**src/rtl/regfile_wb_pkg.sv**
```systemverilog
// ---------------------------------------------------------------------------
// regfile_wb_pkg
// Shared definitions for the register-file writeback controller:
//   - default data / address widths and queue depth
//   - source encoding used to remember which path won the last enqueue
// ---------------------------------------------------------------------------
package regfile_wb_pkg;

  localparam int DATA_W_DEFAULT = 16;
  localparam int ADDR_W_DEFAULT = 4;
  localparam int DEPTH_DEFAULT  = 4;

  typedef enum logic {
    SRC_ALU = 1'b0,
    SRC_LD  = 1'b1
  } src_e;

endpackage

```
**src/rtl/wb_fifo.sv**
```systemverilog
// ---------------------------------------------------------------------------
// wb_fifo
// In-order writeback queue: storage, head/tail pointers and occupancy.
// Every entry and its valid bit are exported so the parent can search the
// queue for pending writes to a register.
// Ports:
//   clk, rst            clock, asynchronous active-low reset
//   push, push_rd/data  enqueue one {rd, data} entry (caller guarantees !full)
//   pop                 drop the head entry (caller guarantees !empty)
//   ent_rd/ent_data     all storage slots, indexed by physical slot
//   ent_valid           slot currently holds a queued write
//   head_ptr            physical slot of the oldest entry
//   count               occupancy, 0..DEPTH
// ---------------------------------------------------------------------------
module wb_fifo
  import regfile_wb_pkg::*;
#(
  parameter int DATA_W = DATA_W_DEFAULT,
  parameter int ADDR_W = ADDR_W_DEFAULT,
  parameter int DEPTH  = DEPTH_DEFAULT
) (
  input  logic                              clk,
  input  logic                              rst,
  input  logic                              push,
  input  logic [ADDR_W-1:0]                 push_rd,
  input  logic [DATA_W-1:0]                 push_data,
  input  logic                              pop,
  output logic [DEPTH-1:0][ADDR_W-1:0]      ent_rd,
  output logic [DEPTH-1:0][DATA_W-1:0]      ent_data,
  output logic [DEPTH-1:0]                  ent_valid,
  output logic [$clog2(DEPTH)-1:0]          head_ptr,
  output logic [$clog2(DEPTH):0]            count
);

  localparam int PTR_W = $clog2(DEPTH);
  localparam int CNT_W = PTR_W + 1;

  logic [DEPTH-1:0][ADDR_W-1:0] rd_q, rd_d;
  logic [DEPTH-1:0][DATA_W-1:0] data_q, data_d;
  logic [PTR_W-1:0]             wr_ptr_q, wr_ptr_d;
  logic [PTR_W-1:0]             rd_ptr_q, rd_ptr_d;
  logic [CNT_W-1:0]             count_q, count_d;

  // Next-state for storage, pointers and occupancy.
  always_comb begin
    rd_d     = rd_q;
    data_d   = data_q;
    wr_ptr_d = wr_ptr_q;
    rd_ptr_d = rd_ptr_q;
    count_d  = count_q;
    if (push) begin
      rd_d[wr_ptr_q]   = push_rd;
      data_d[wr_ptr_q] = push_data;
      wr_ptr_d         = wr_ptr_q + {{(PTR_W-1){1'b0}}, 1'b1};
    end else begin
      wr_ptr_d = wr_ptr_q;
    end
    if (pop) begin
      rd_ptr_d = rd_ptr_q + {{(PTR_W-1){1'b0}}, 1'b1};
    end else begin
      rd_ptr_d = rd_ptr_q;
    end
    // Pointers wrap on their own; count alone tells full from empty.
    case ({push, pop})
      2'b10:   count_d = count_q + {{(CNT_W-1){1'b0}}, 1'b1};
      2'b01:   count_d = count_q - {{(CNT_W-1){1'b0}}, 1'b1};
      default: count_d = count_q;
    endcase
  end

  // State registers; reset empties the queue and clears storage.
  always_ff @(posedge clk or negedge rst) begin
    if (!rst) begin
      rd_q     <= '0;
      data_q   <= '0;
      wr_ptr_q <= '0;
      rd_ptr_q <= '0;
      count_q  <= '0;
    end else begin
      rd_q     <= rd_d;
      data_q   <= data_d;
      wr_ptr_q <= wr_ptr_d;
      rd_ptr_q <= rd_ptr_d;
      count_q  <= count_d;
    end
  end

  // A slot is live when its distance from the head is below the occupancy.
  always_comb begin
    ent_valid = '0;
    for (int i = 0; i < DEPTH; i++) begin
      ent_valid[i] = ({1'b0, PTR_W'(i) - rd_ptr_q} < count_q);
    end
  end

  assign ent_rd   = rd_q;
  assign ent_data = data_q;
  assign head_ptr = rd_ptr_q;
  assign count    = count_q;

endmodule

```
**src/rtl/regfile_writeback_ctrl.sv**
```systemverilog
// ---------------------------------------------------------------------------
// regfile_writeback_ctrl
// Write-side initiator for the register file. Arbitrates ALU and load
// writebacks into an in-order queue, drains one write per clock to the
// register file, and resolves the two read-port operands against writes
// still sitting in the queue.
// Optional feature macro: REGFILE_WB_BYPASS_EN
//   defined   - op1/op2 forwarded from the youngest matching queued write,
//               hazard1/hazard2 tied low
//   undefined - op1/op2 straight from the register file, hazardN flags a
//               pending write to rd_addrN so the pipeline can stall
// Ports:
//   clk, rst                        clock, asynchronous active-low reset
//   alu_valid/ready, alu_rd/data    ALU writeback handshake and payload
//   ld_valid/ready, ld_rd/data      load writeback handshake and payload
//   wb_rd, wb_data, wb_wr           register file write port (head of queue)
//   rd_addr1/2, rf_data1/2          register file read addresses and data
//   op1, op2                        resolved operands
//   hazard1, hazard2                pending-write flags (no-bypass build)
//   q_count                         queue occupancy
// ---------------------------------------------------------------------------
module regfile_writeback_ctrl
  import regfile_wb_pkg::*;
#(
  parameter int DATA_W = DATA_W_DEFAULT,
  parameter int ADDR_W = ADDR_W_DEFAULT,
  parameter int DEPTH  = DEPTH_DEFAULT
) (
  input  logic                     clk,
  input  logic                     rst,
  input  logic                     alu_valid,
  output logic                     alu_ready,
  input  logic [ADDR_W-1:0]        alu_rd,
  input  logic [DATA_W-1:0]        alu_data,
  input  logic                     ld_valid,
  output logic                     ld_ready,
  input  logic [ADDR_W-1:0]        ld_rd,
  input  logic [DATA_W-1:0]        ld_data,
  output logic [ADDR_W-1:0]        wb_rd,
  output logic [DATA_W-1:0]        wb_data,
  output logic                     wb_wr,
  input  logic [ADDR_W-1:0]        rd_addr1,
  input  logic [ADDR_W-1:0]        rd_addr2,
  input  logic [DATA_W-1:0]        rf_data1,
  input  logic [DATA_W-1:0]        rf_data2,
  output logic [DATA_W-1:0]        op1,
  output logic [DATA_W-1:0]        op2,
  output logic                     hazard1,
  output logic                     hazard2,
  output logic [$clog2(DEPTH):0]   q_count
);

  localparam int PTR_W = $clog2(DEPTH);
  localparam int CNT_W = PTR_W + 1;

  src_e                         last_grant_q, last_grant_d;
  logic                         full_s;
  logic                         alu_gnt_s, ld_gnt_s;
  logic                         alu_fire_s, ld_fire_s;
  logic                         push_s, pop_s;
  logic [ADDR_W-1:0]            push_rd_s;
  logic [DATA_W-1:0]            push_data_s;
  logic [DEPTH-1:0][ADDR_W-1:0] ent_rd_s;
  logic [DEPTH-1:0][DATA_W-1:0] ent_data_s;
  logic [DEPTH-1:0]             ent_valid_s;
  logic [PTR_W-1:0]             head_ptr_s;
  logic                         hit1_s, hit2_s;
`ifdef REGFILE_WB_BYPASS_EN
  logic [DATA_W-1:0]            fwd1_s, fwd2_s;
`endif

  assign full_s = (q_count == CNT_W'(DEPTH));

  // Grant: a lone valid source wins; on a tie the source that did not win
  // last time wins. With nobody valid both report ready.
  always_comb begin
    if (alu_valid && ld_valid) begin
      alu_gnt_s = (last_grant_q == SRC_LD);
      ld_gnt_s  = (last_grant_q == SRC_ALU);
    end else begin
      alu_gnt_s = !ld_valid;
      ld_gnt_s  = !alu_valid;
    end
  end

  // Ready looks only at registered occupancy, never at this cycle's pop.
  assign alu_ready  = !full_s && alu_gnt_s;
  assign ld_ready   = !full_s && ld_gnt_s;
  assign alu_fire_s = alu_valid && alu_ready;
  assign ld_fire_s  = ld_valid && ld_ready;
  assign push_s     = alu_fire_s || ld_fire_s;

  // Enqueue payload mux and last-grant tracking.
  always_comb begin
    if (ld_fire_s) begin
      push_rd_s    = ld_rd;
      push_data_s  = ld_data;
      last_grant_d = SRC_LD;
    end else if (alu_fire_s) begin
      push_rd_s    = alu_rd;
      push_data_s  = alu_data;
      last_grant_d = SRC_ALU;
    end else begin
      push_rd_s    = alu_rd;
      push_data_s  = alu_data;
      last_grant_d = last_grant_q;
    end
  end

  // Last-grant register; load wins the first tie after reset.
  always_ff @(posedge clk or negedge rst) begin
    if (!rst) begin
      last_grant_q <= SRC_ALU;
    end else begin
      last_grant_q <= last_grant_d;
    end
  end

  // The register file always accepts, so the head pops whenever it is shown.
  assign pop_s = wb_wr;

  wb_fifo #(
    .DATA_W (DATA_W),
    .ADDR_W (ADDR_W),
    .DEPTH  (DEPTH)
  ) u_fifo (
    .clk       (clk),
    .rst       (rst),
    .push      (push_s),
    .push_rd   (push_rd_s),
    .push_data (push_data_s),
    .pop       (pop_s),
    .ent_rd    (ent_rd_s),
    .ent_data  (ent_data_s),
    .ent_valid (ent_valid_s),
    .head_ptr  (head_ptr_s),
    .count     (q_count)
  );

  assign wb_wr   = (q_count != {CNT_W{1'b0}});
  assign wb_rd   = ent_rd_s[head_ptr_s];
  assign wb_data = ent_data_s[head_ptr_s];

  // Queue search, oldest to youngest, so a later match overrides an earlier
  // one. The head is included: it is still being written this cycle.
  always_comb begin
    logic [PTR_W-1:0] idx;
    idx    = '0;
    hit1_s = 1'b0;
    hit2_s = 1'b0;
`ifdef REGFILE_WB_BYPASS_EN
    fwd1_s = '0;
    fwd2_s = '0;
`endif
    for (int k = 0; k < DEPTH; k++) begin
      idx = head_ptr_s + PTR_W'(k);
      if (ent_valid_s[idx] && (ent_rd_s[idx] == rd_addr1)) begin
        hit1_s = 1'b1;
`ifdef REGFILE_WB_BYPASS_EN
        fwd1_s = ent_data_s[idx];
`endif
      end else begin
        hit1_s = hit1_s;
      end
      if (ent_valid_s[idx] && (ent_rd_s[idx] == rd_addr2)) begin
        hit2_s = 1'b1;
`ifdef REGFILE_WB_BYPASS_EN
        fwd2_s = ent_data_s[idx];
`endif
      end else begin
        hit2_s = hit2_s;
      end
    end
  end

`ifdef REGFILE_WB_BYPASS_EN
  assign op1     = hit1_s ? fwd1_s : rf_data1;
  assign op2     = hit2_s ? fwd2_s : rf_data2;
  assign hazard1 = 1'b0;
  assign hazard2 = 1'b0;
`else
  assign op1     = rf_data1;
  assign op2     = rf_data2;
  assign hazard1 = hit1_s;
  assign hazard2 = hit2_s;
`endif

endmodule

```
**config.mk**
```make
export PLATFORM = sky130hd
export DESIGN_NAME = regfile_writeback_ctrl
export DESIGN_NICKNAME = d
export VERILOG_FILES = /design/src/rtl/regfile_wb_pkg.sv /design/src/rtl/wb_fifo.sv /design/src/rtl/regfile_writeback_ctrl.sv
export SDC_FILE = /design/constraint.sdc
export NUM_CORES = 1
export LEC_CHECK = 0
export CORE_MARGIN = 4
export CORE_UTILIZATION = 50
export DETAILED_ROUTE_END_ITERATION = 10
export HOLD_SLACK_MARGIN = 0.02
export PLACE_DENSITY_LB_ADDON = 0.08
export SYNTH_ARGS = -nofsm -noshare
export SYNTH_HDL_FRONTEND = slang
export SYNTH_HIERARCHICAL = 1
export SYNTH_SLANG_ARGS = --single-unit
```
**constraint.sdc**
```tcl
create_clock -name clk -period 3.05 [get_ports clk]
set_input_delay 0.61 -clock clk [delete_from_list [all_inputs] [get_ports clk]]
set_output_delay 0.61 -clock clk [all_outputs]
set_load 0.005 [all_outputs]
```
==> flow_metrics.tcl <==
set metrics [dict create \
    status "finished, final reports clean" \
    path_delay_family "flip-flops" \
    viasPerCell 5.50 \
    drive_gt1_share_pct 39.1 \
    ys_warn_count 6 \
    finalCritPeriodShare_pct 99.1 \
    synthCells 385 \
    relSlewSlack_pct 63.1 \
    worstSkewPairLatency_ns 0.33 \
    cap_violations 0 \
    die_area_um2 13100 \
    grt_overflow 0 \
    tritoncts "built" \
    core_area_um2 10900 \
    dpl.hpwl_um 7430 \
    routed_wl_um 10900 \
    port_buffers 79 \
    avgSynthCellArea_um2 14.7 \
    synth_cell_types 30 \
    synth_flop_cell "dfrtp_1" \
    clock_skew_ns 0.00436 \
    power_density_nw_per_um2 1250 \
    grt_pass1_wl_um 17800 \
    rsz0062_at_grt "yes" \
    cts_buffer_depth 2 \
    num_antenna_cells 0 \
    power.leakage_nw 3.02 \
    synthArstFlopShare_pct 100 \
    cp-start-kind "flop" \
    synthTopCellsByArea "dfrtp_1, mux2_4, mux4_2" \
    ys_ff_latch 88 \
    die_w_um 114 \
    pre_cts_ws_ns -0.0199 \
    yosysSeqAreaShare_pct 39.0 \
    cts_buffers 9 \
    grt_max_degree 49 \
    clk_pin_slew_ns 0.06 \
    hold_path_class "primary input to asynchronous set/reset pin" \
    max_freq_mhz 331 \
    endpoint_kind "primary output" \
    die_h_um 114 \
    fin_util_pct 60.7 \
    crit_chain "xnor2_2 > inv_1 > ha_1 > a21oi_2 > or2_4 > mux2i_2 > mux2_4 > nor3_4 > a22oi_2 > nand3_1 > buf_2" \
    drv_slew 0 \
    path_buf_inv 2 \
    antenna_found_initial 0 \
    period_minus_slack_ns 3.02 \
    ant_nets 0 \
    grt_pass1_vias 3385 \
    io_pins 144 \
    cts_root_buffer "clkbuf_16" \
    yosysTopAreaCellShare_pct 39.0 \
    crit_path_max_incr_delay_ns 0.43 \
    rows 38 \
    initial_core_util_pct 51.7 \
    crit_type "flop to primary output" \
    netlist_area_um2 5650 \
    finalSetupViolations 0 \
    syn_to_final_growth_pct 17.5 \
    critical_path.max_fanout 2 \
    avgRoutedWirePerCell_um 18.8 \
    synth_edf_count 0 \
    cp_data_arrival_time_ns 2.41 \
    cts.sinks 88 \
    cts_hold_buf 0 \
    syn_nets 479 \
    setup_ws_ns 0.0285 \
    yosys.area.top_type "dfrtp_1" \
    track_usage_pct 17.4 \
    drt_iter0_drc 192 \
    peakVddDrop_v 0.000560 \
    place_congestion 0.817 \
    cpMaxStageDelayCell "dfrtp_2" \
    max_slew.worst_pin.slew_ns 0.553 \
    post-route-drc-count 0 \
    cts_htree_levels 3 \
    hold_viol 0 \
    cp.required_ns 2.44 \
    drt_first_pass_iters 4 \
    vias 3202 \
    fin_nets 531 \
]
registers in the layout, summed over array words and instances (netlist names):
register,count
u_fifo/ent_data,64
u_fifo/ent_rd,16
u_fifo/count,3
u_fifo/head_ptr,2
u_fifo/wr_ptr_q,2
last_grant_q,1
power breakdown:
part / internal [mW] / total [mW] / switching (mW)
Sequential: 1.79 / 2.23 / 0.441
Clock: 0.576 / 0.997 / 0.422
Combinational: 3.11 / 5.07 / 1.96
layout make-up:
cell class	count	area, um^2
Clock buffer	14	254
Clock inverter	2	15.0
Fill cell	847	4300
Inverter	8	30.0
Multi-Input combinational cell	238	3050
Sequential cell	88	2200
Tap cell	140	175
Timing Repair Buffer	92	908
synth_stat cells, types with 3 or more instances:
library cell and instances:
dfrtp_1 88, mux2_4 80, buf_4 35, xor2_1 29, mux4_2 27, mux2_2 21, buf_6 11, xnor2_1 10
ha_1 9, inv_1 8, mux2i_1 7, nand3_1 7, nor3_1 7, a21oi_1 5, buf_2 5, mux4_1 5
nand2_1 5, nor2_1 5, nand2_4 4, nand2b_1 3, o21ai_0 3, or2_2 3
placed cells by master (no fill, tap or decap), types with 2 or more instances in the layout:
| cell | instances |
|---|---|
| inv_1 | 8 |
| nand2_4 | 4 |
| mux4_1 | 5 |
| nand2b_1 | 3 |
| nand3_1 | 7 |
| clkdlybuf4s50_1 | 76 |
| buf_2 | 2 |
| nor2_1 | 5 |
| o21ai_0 | 3 |
| or2_2 | 2 |
| mux2i_1 | 5 |
| buf_12 | 2 |
| ha_1 | 9 |
| mux4_2 | 27 |
| buf_4 | 10 |
| mux2_2 | 20 |
| dfrtp_2 | 2 |
| buf_6 | 2 |
| nor3_1 | 5 |
| clkbuf_16 | 9 |
| xnor2_1 | 9 |
| a21oi_1 | 4 |
| dfrtp_1 | 86 |
| nand2_1 | 5 |
| xor2_1 | 29 |
| clkbuf_1 | 4 |
| mux2i_2 | 2 |
| clkinvlp_4 | 2 |
| mux2_4 | 81 |
layer usage:
layer | vias to the layer above | GRT usage, % | routed length, um
met2 | 72 | 28.1 | 5280
met5 | - | 0 | 0
li1 | 1464 | - | -
met1 | 1639 | 23.5 | 5060
met4 | 0 | 6.97 | 221
met3 | 27 | 2.85 | 376
stage by stage:
stage,cell area [um^2],TNS [ns],std cells,power [mW],hold WS (ns)
after detailed placement,6300,-0.0199,563,7.22,0.490
after global routing,6640,-0.213,582,8.87,0.308
after global placement,6300,0,563,7.10,0.488
after floorplan,5650,0,385,5.81,0.314
final,6640,0,582,8.31,0.264
after CTS,6600,-0.00945,580,8.28,0.278
path summary, 6_finish.rpt:
path	from	endpoint	slack, ns	cells past startpoint
setup / recovery	u_fifo/head_ptr[0]	hazard1	0.03	11
hold / removal	rst	u_fifo/ent_data[61]	0.26	1
setup reg to reg	u_fifo/count[1]	u_fifo/count[2]	0.79	10
hold reg to reg	u_fifo/ent_data[58]	u_fifo/ent_data[58]	0.51	1
max in group asynchronous	rst	u_fifo/ent_data[9]	2.12	2
min in group clk	u_fifo/ent_data[58]	u_fifo/ent_data[58]	0.51	1
timing repair:
item	4_1_cts	5_1_grt
resized for setup	13	7
setup buffers	1	2
setup endpoints to repair	2	2
pin swaps	3	7
worst register-to-register path, delay by kind of cell (launching register included):
kind / cells / cell delay [ns]
simple gates: 3 / 0.67
flops: 1 / 0.38
xor+xnor: 2 / 0.30
fa+ha+maj: 2 / 0.54
buf+inv: 3 / 0.30
cells by family after synthesis:
family | share of synthesized area [%]
muxes | 39.8
DFF | 39.0
buffers and inverters | 7.82
xor gates and xnor gates | 6.05
and+or+nand+nor | 3.94
AOI/OAI and AO/OA | 1.11
adders and majority gates | 2.35
Power figures use the tool's default switching activity.
